**src/rtl/gba_rom_burst_sequencer_pkg.sv**
```systemverilog
// Shared definitions for the GBA ROM burst sequencer: state encodings, bus idle levels
// and minimum timing constants.
package gba_rom_burst_sequencer_pkg;

    typedef enum logic [3:0] {
        ST_IDLE,
        ST_ADDR,
        ST_LATCH,
        ST_TURN,
        ST_RD_LO,
        ST_RD_HI,
        ST_DONE,
        ST_DONE_RELATCH,
        ST_ABORT
    } seq_state_e;

    localparam logic CS_IDLE  = 1'b1;
    localparam logic RD_IDLE  = 1'b1;
    localparam logic WR_LEVEL = 1'b1;

    localparam int unsigned MIN_ADDR_SETUP = 1;
    localparam int unsigned MIN_RD_LOW     = 1;
    localparam int unsigned MIN_RD_HIGH    = 1;

    function automatic int unsigned max2(input int unsigned a, input int unsigned b);
        return (a > b) ? a : b;
    endfunction

endpackage

```
**src/rtl/gba_rom_burst_sequencer_cycle_timer.sv**
```systemverilog
// Loadable down-counter: done_o rises on the load_val_i-th cycle after a load and stays
// high until the next load.
module gba_cycle_timer #(
    parameter int unsigned W = 3
) (
    input  logic         clk_i,
    input  logic         rst_n_i,
    input  logic         load_i,
    input  logic [W-1:0] load_val_i,
    output logic         done_o
);

    logic [W-1:0] cnt_q;

    always_ff @(posedge clk_i) begin
        if (!rst_n_i) begin
            cnt_q <= '0;
        end else if (load_i) begin
            cnt_q <= load_val_i - W'(1);
        end else if (cnt_q != '0) begin
            cnt_q <= cnt_q - W'(1);
        end
    end

    assign done_o = (cnt_q == '0);

endmodule

```
**src/rtl/gba_rom_burst_sequencer.sv**
```systemverilog
// Autonomous GBA cartridge ROM burst reader: drives CS/RD/AD timing and streams halfwords out.
// Optional running checksum of delivered halfwords when GBA_SEQ_CHECKSUM_EN is defined.
module gba_rom_burst_sequencer
    import gba_rom_burst_sequencer_pkg::*;
#(
    parameter int unsigned ADDR_SETUP = 2,
    parameter int unsigned RD_LOW     = 4,
    parameter int unsigned RD_HIGH    = 2,
    parameter int unsigned LEN_W      = 16
) (
    input  logic             CLK,
    input  logic             RST_N,
    input  logic             cmd_valid,
    output logic             cmd_ready,
    input  logic [23:0]      cmd_addr,
    input  logic [LEN_W-1:0] cmd_len,
    input  logic             abort,
    output logic             out_valid,
    input  logic             out_ready,
    output logic [15:0]      out_data,
    output logic             out_last,
    output logic             busy,
    output logic             CS,
    output logic             RD,
    output logic             WR,
    output logic [7:0]       A_HI,
    output logic [15:0]      AD_OUT,
    output logic             AD_OE,
    input  logic [15:0]      AD_IN
`ifdef GBA_SEQ_CHECKSUM_EN
    ,
    output logic [15:0]      csum_out,
    output logic             csum_valid
`endif
);

    localparam int unsigned SETUP_C = max2(ADDR_SETUP, MIN_ADDR_SETUP);
    localparam int unsigned LOW_C   = max2(RD_LOW, MIN_RD_LOW);
    localparam int unsigned HIGH_C  = max2(RD_HIGH, MIN_RD_HIGH);
    localparam int unsigned TW      = $clog2(max2(SETUP_C, max2(LOW_C, HIGH_C)) + 1);

    seq_state_e       state_q, state_d;
    logic [23:0]      addr_q;
    logic [LEN_W-1:0] cnt_q;
    logic             cs_q, rd_q, ad_oe_q;
    logic [15:0]      ad_out_q;
    logic [7:0]       a_hi_q;
    logic             out_valid_q, out_last_q;
    logic [15:0]      out_data_q;

    logic             accept, fire, slot_free, capture;
    logic             tmr_load, tmr_done;
    logic [TW-1:0]    tmr_val;
    logic [23:0]      addr_n;

    gba_cycle_timer #(.W(TW)) u_timer (
        .clk_i      (CLK),
        .rst_n_i    (RST_N),
        .load_i     (tmr_load),
        .load_val_i (tmr_val),
        .done_o     (tmr_done)
    );

    // A beat aborted in the same cycle as out_ready is treated as not delivered.
    always_comb begin
        accept    = cmd_valid && (state_q == ST_IDLE);
        fire      = out_valid_q && out_ready && !abort;
        slot_free = !out_valid_q || out_ready;
        capture   = (state_q == ST_RD_LO) && tmr_done && !abort;
        addr_n    = accept ? cmd_addr : addr_q;
        state_d   = state_q;
        case (state_q)
            ST_IDLE:         if (accept && cmd_len != '0) state_d = ST_ADDR;
            ST_ADDR:         if (tmr_done) state_d = ST_LATCH;
            ST_LATCH:        state_d = ST_TURN;
            ST_TURN:         if (slot_free) state_d = ST_RD_LO;
            ST_RD_LO:        if (tmr_done) state_d = ST_RD_HI;
            ST_RD_HI: begin
                if (tmr_done) begin
                    if (cnt_q == '0)                state_d = ST_DONE;
                    else if (addr_q[15:0] == '0)    state_d = ST_DONE_RELATCH;
                    else if (slot_free)             state_d = ST_RD_LO;
                end
            end
            ST_DONE:         if (!out_valid_q || fire) state_d = ST_IDLE;
            ST_DONE_RELATCH: state_d = ST_ADDR;
            ST_ABORT:        state_d = ST_IDLE;
            default:         state_d = ST_IDLE;
        endcase
        if (abort && state_q != ST_IDLE && state_q != ST_ABORT) state_d = ST_ABORT;
    end

    always_comb begin
        tmr_load = 1'b0;
        tmr_val  = '0;
        if (state_d != state_q) begin
            case (state_d)
                ST_ADDR:  begin tmr_load = 1'b1; tmr_val = TW'(SETUP_C); end
                ST_RD_LO: begin tmr_load = 1'b1; tmr_val = TW'(LOW_C);   end
                ST_RD_HI: begin tmr_load = 1'b1; tmr_val = TW'(HIGH_C);  end
                default:  ;
            endcase
        end
    end

    // Bus pins are registered from the next state so they change exactly on state entry.
    always_ff @(posedge CLK) begin
        if (!RST_N) begin
            state_q     <= ST_IDLE;
            addr_q      <= '0;
            cnt_q       <= '0;
            cs_q        <= CS_IDLE;
            rd_q        <= RD_IDLE;
            ad_oe_q     <= 1'b0;
            ad_out_q    <= '0;
            a_hi_q      <= '0;
            out_valid_q <= 1'b0;
            out_last_q  <= 1'b0;
            out_data_q  <= '0;
        end else begin
            state_q <= state_d;

            if (accept) begin
                addr_q <= cmd_addr;
                cnt_q  <= cmd_len;
            end else if (capture) begin
                addr_q <= addr_q + 24'd1;
                cnt_q  <= cnt_q - LEN_W'(1);
            end

            if (capture) begin
                out_valid_q <= 1'b1;
                out_data_q  <= AD_IN;
                out_last_q  <= (cnt_q == LEN_W'(1));
            end else if (fire || state_d == ST_ABORT) begin
                out_valid_q <= 1'b0;
            end

            case (state_d)
                ST_LATCH, ST_TURN, ST_RD_LO, ST_RD_HI: cs_q <= 1'b0;
                ST_ABORT:                              cs_q <= cs_q;
                default:                               cs_q <= CS_IDLE;
            endcase
            rd_q    <= (state_d == ST_RD_LO) ? 1'b0 : RD_IDLE;
            ad_oe_q <= (state_d == ST_ADDR) || (state_d == ST_LATCH);

            if (state_d == ST_ADDR || state_d == ST_DONE_RELATCH) begin
                a_hi_q <= addr_n[23:16];
            end
            if (state_d == ST_ADDR) begin
                ad_out_q <= addr_n[15:0];
            end
        end
    end

`ifdef GBA_SEQ_CHECKSUM_EN
    logic [15:0] csum_q;
    logic        csum_valid_q;

    always_ff @(posedge CLK) begin
        if (!RST_N) begin
            csum_q       <= '0;
            csum_valid_q <= 1'b0;
        end else begin
            if (accept)    csum_q <= '0;
            else if (fire) csum_q <= csum_q + out_data_q;
            csum_valid_q <= (state_q == ST_DONE) && (state_d == ST_IDLE);
        end
    end

    assign csum_out   = csum_q;
    assign csum_valid = csum_valid_q;
`endif

    assign cmd_ready = (state_q == ST_IDLE);
    assign busy      = (state_q != ST_IDLE);
    assign out_valid = out_valid_q;
    assign out_data  = out_data_q;
    assign out_last  = out_last_q;
    assign CS        = cs_q;
    assign RD        = rd_q;
    assign WR        = WR_LEVEL;
    assign A_HI      = a_hi_q;
    assign AD_OUT    = ad_out_q;
    assign AD_OE     = ad_oe_q;

endmodule
```
**config.mk**
```make
export PLATFORM = sky130hd
export DESIGN_NAME = gba_rom_burst_sequencer
export DESIGN_NICKNAME = d
export VERILOG_FILES = /design/src/rtl/gba_rom_burst_sequencer_pkg.sv /design/src/rtl/gba_rom_burst_sequencer_cycle_timer.sv /design/src/rtl/gba_rom_burst_sequencer.sv
export SDC_FILE = /design/constraint.sdc
export NUM_CORES = 1
export LEC_CHECK = 0
export ABC_AREA = 0
export CAP_MARGIN = 20
export CORE_MARGIN = 2
export CORE_UTILIZATION = 51
export DETAILED_ROUTE_END_ITERATION = 8
export PLACE_DENSITY = 0.81
export SLEW_MARGIN = 20
export SYNTH_ARGS = -nofsm -noshare
export SYNTH_HDL_FRONTEND = slang
export SYNTH_HIERARCHICAL = 1
export SYNTH_SLANG_ARGS = --single-unit
export TNS_END_PERCENT = 100
```
**constraint.sdc**
```tcl
create_clock -name CLK -period 4.5 [get_ports CLK]
set_clock_uncertainty 0.1 [all_clocks]
set_input_delay 0.45 -clock CLK [delete_from_list [all_inputs] [get_ports CLK]]
set_output_delay 0.45 -clock CLK [all_outputs]
set_load 0.01 [all_outputs]
```
==> flow_summary.ini <==
[clocking]
cts_buffer_depth = 2
insertion_delay_ns = 0.36
cts_root_buffer = clkbuf_8
cts_tree = yes
numCtsBuffers = 9
cts_setup_buffers = 0
cts_sinks = 92
htree_levels = 3
cts_hold_buf = 0
cts_resized = 0
clkTransAtPathRegs_ns = 0.10

[synthesis]
synth_top_area_cell = dfxtp_1
synthTopCellsByCount = nand2_1, dfxtp_1, a21oi_1
synth_seq_area_share_pct = 37.6
syn_area_um2 = 4900
syn_nets = 667
synth_flop_cell = dfxtp_1
ys_types = 68
ys_seq_elements = 92
yosysMostFrequentCell = nand2_1
netlist.area_leader.share_pct = 37.6
synthArstFlopShare_pct = 0
ys.warnings.count = 6
postSynthCellCount = 601
synth_area_per_cell_um2 = 8.16
synth_edf_count = 0
netlist_top_cells_area = dfxtp_1, nand2_1, a21oi_1

[sta]
hold_viol_final = 0
period_needed_ns = 3.74
tightest_slew_ns = 1.04
finalSetupViolations = 0
final-max-slew-violation-count = 0
fmax_mhz = 268
period_share_pct = 83.0
tns_ns = 0
rsz0062_at_grt = no
max_slew_margin_pct = 30.5

[global_routing]
grt-ovfl-total = 0
grt_usage_pct = 25.7
grt_pass1_vias = 4637
antenna_found_initial = 0
grt_max_degree = 60
grt_pass1_wl_um = 21700

[die]
initial_utilization_pct = 52.8
die_w_um = 102
fp.dieArea_um2 = 10400
die_y_um = 102
io_pins = 109
placement_rows = 35
core_um2 = 9280

[final_layout]
nFillCells = 782
layout-drive-gt1-share_pct = 7.69
area_growth_pct = 26.9
diodes = 0
fin_area_um2 = 6220
final_net_count = 750
layoutNonFillerInstCount = 818

[power]
ir_drop_mv = 0.293
power_per_cell_area_nw_per_um2 = 584
leakage_nw = 2.15

[hold_path]
holdCritPathClass = flip-flop to flip-flop

[detailed_routing]
drc = 0
wl_per_cell_um = 16.1
antenna_left = 0
vias = 4867
wl_um = 13200
drt_iter0_markers = 256
drt_first_pass_iters = 5
via_per_inst = 5.95

[setup_path]
cp_slowest_cell = o211ai_2
crit_path_end_kind = flip-flop
worst_ep_arrival_time_ns = 3.95
path_cells = inv_1 -> ha_1 -> nor4b_2 -> and4_1 -> o211ai_1 -> o211ai_2 -> nand3_4 -> a211oi_2 -> mux2i_1 -> ha_1 -> o21ai_0 -> mux2i_1 -> o211a_1
crit_fanout = 19
worstSetupPathType = flip-flop to flip-flop
crit_required_ns = 4.71
start_kind = flip-flop
cp_slowest_stage_delay_ns = 0.55

[placement]
portBuffers = 107
place_area_um2 = 5980
hpwl_um = 9480
gp_congestion = 0.890
dp.cells = 802

[status]
status = complete, no violations

[flow_run]
max_cap_viol_count = 0
## layout make-up
| type | count | area [µm²] | share of cell area (%) |
|---|---|---|---|
| well taps | 129 | 161 | 2.59 |
| inverters | 10 | 37.5 | 0.603 |
| clock buffers | 12 | 165 | 2.65 |
| repair buffers | 113 | 1120 | 17.9 |
| multi-input cells | 458 | 2820 | 45.4 |
| flip-flops and latches | 92 | 1840 | 29.6 |
| clock inverters | 4 | 77.6 | 1.25 |
## logic make-up after synthesis
family / share of synthesized area (%)
and+or+nand+nor: 27.2
AOI/OAI and AO/OA: 23.4
DFF: 37.6
buffers and inverters: 4.95
xor gates and xnor gates: 4.11
muxes: 1.28
adders and majority gates: 1.28
other: 0.153
## sequential cells by signal, indices dropped and copies added (netlist names)
name	count
A_HI	8
addr_q	24
out_valid	1
CS	1
out_data	16
RD	1
state_q	4
AD_OE	1
out_last	1
u_timer/cnt_q	3
cnt_q	16
AD_OUT	16
## worst max-delay path, delay by kind of cell, from the launching register on
family,cells,cell delay [ns]
flops,1,0.39
compound gates,5,1.42
mux,2,0.44
fa+ha+maj,2,0.41
simple gates,3,0.84
buf+inv,1,0.10
## path summary, 6_finish.rpt
check	start	to	slack [ns]	depth (start not counted)
hold / removal	out_data[14]	out_data[14]	0.36	2
setup / recovery	addr_q[1]	u_timer/cnt_q[2]	0.76	13
setup reg to reg	addr_q[1]	u_timer/cnt_q[2]	0.76	13
hold reg to reg	out_data[14]	out_data[14]	0.36	2
## metrics by stage
step | hold WS [ns] | total power [mW] | util, % | setup WS [ns]
floorplan | 0.357 | 2.49 | - | 1.29
global placement | 0.342 | 2.89 | 64.4 | 0.720
detailed placement | 0.348 | 2.96 | 64.4 | 0.561
CTS | 0.359 | 3.62 | 67.0 | 0.826
global route | 0.381 | 3.86 | 67.0 | 0.564
finish | 0.358 | 3.63 | 67.0 | 0.764
## layout by cell type (no fill, tap or decap), types with 3 or more instances in the layout
cell type | Yosys | final
nor2b_1 | 3 | 3
a211oi_1 | 11 | 11
and2_1 | 5 | 5
o21ai_0 | 30 | 30
a31oi_1 | 5 | 5
ha_1 | 5 | 5
inv_1 | 9 | 9
nor4_1 | 17 | 17
nand4_1 | 11 | 11
nand3b_1 | 3 | 3
a311oi_1 | 8 | 8
a221oi_1 | 4 | 4
xor2_1 | 11 | 11
and4_1 | 5 | 5
o221a_2 | 6 | 6
nand2_1 | 106 | 105
o221a_1 | 10 | 10
clkdlybuf4s50_1 | 0 | 107
buf_4 | 5 | 6
xnor2_1 | 12 | 12
nand2b_1 | 5 | 5
a21oi_1 | 53 | 53
nor2_1 | 46 | 46
dfxtp_1 | 92 | 92
nor3_1 | 12 | 12
o211a_1 | 3 | 3
a41oi_1 | 8 | 8
mux2i_1 | 4 | 4
nand3_1 | 19 | 19
nor3b_1 | 3 | 3
and3_1 | 5 | 5
o211ai_1 | 6 | 6
nor2_4 | 3 | 3
clkbuf_8 | 0 | 12
## layer usage
metal,vias to the layer above,wire length [µm],GRT usage [%]
met5,-,0,0
met4,0,252,8.21
met3,32,1060,5.54
met2,211,6240,43.7
met1,2265,5610,32.7
li1,2359,-,-
## report_power, final
| group | total, mW | leakage, nW | internal, mW | switching (mW) |
|---|---|---|---|---|
| clock | 0.664 | 0.124 | 0.363 | 0.301 |
| sequential | 1.23 | 0.755 | 1.01 | 0.219 |
| combinational | 1.74 | 1.27 | 0.758 | 0.978 |
Note: power is estimated with default switching activity, not from simulation.
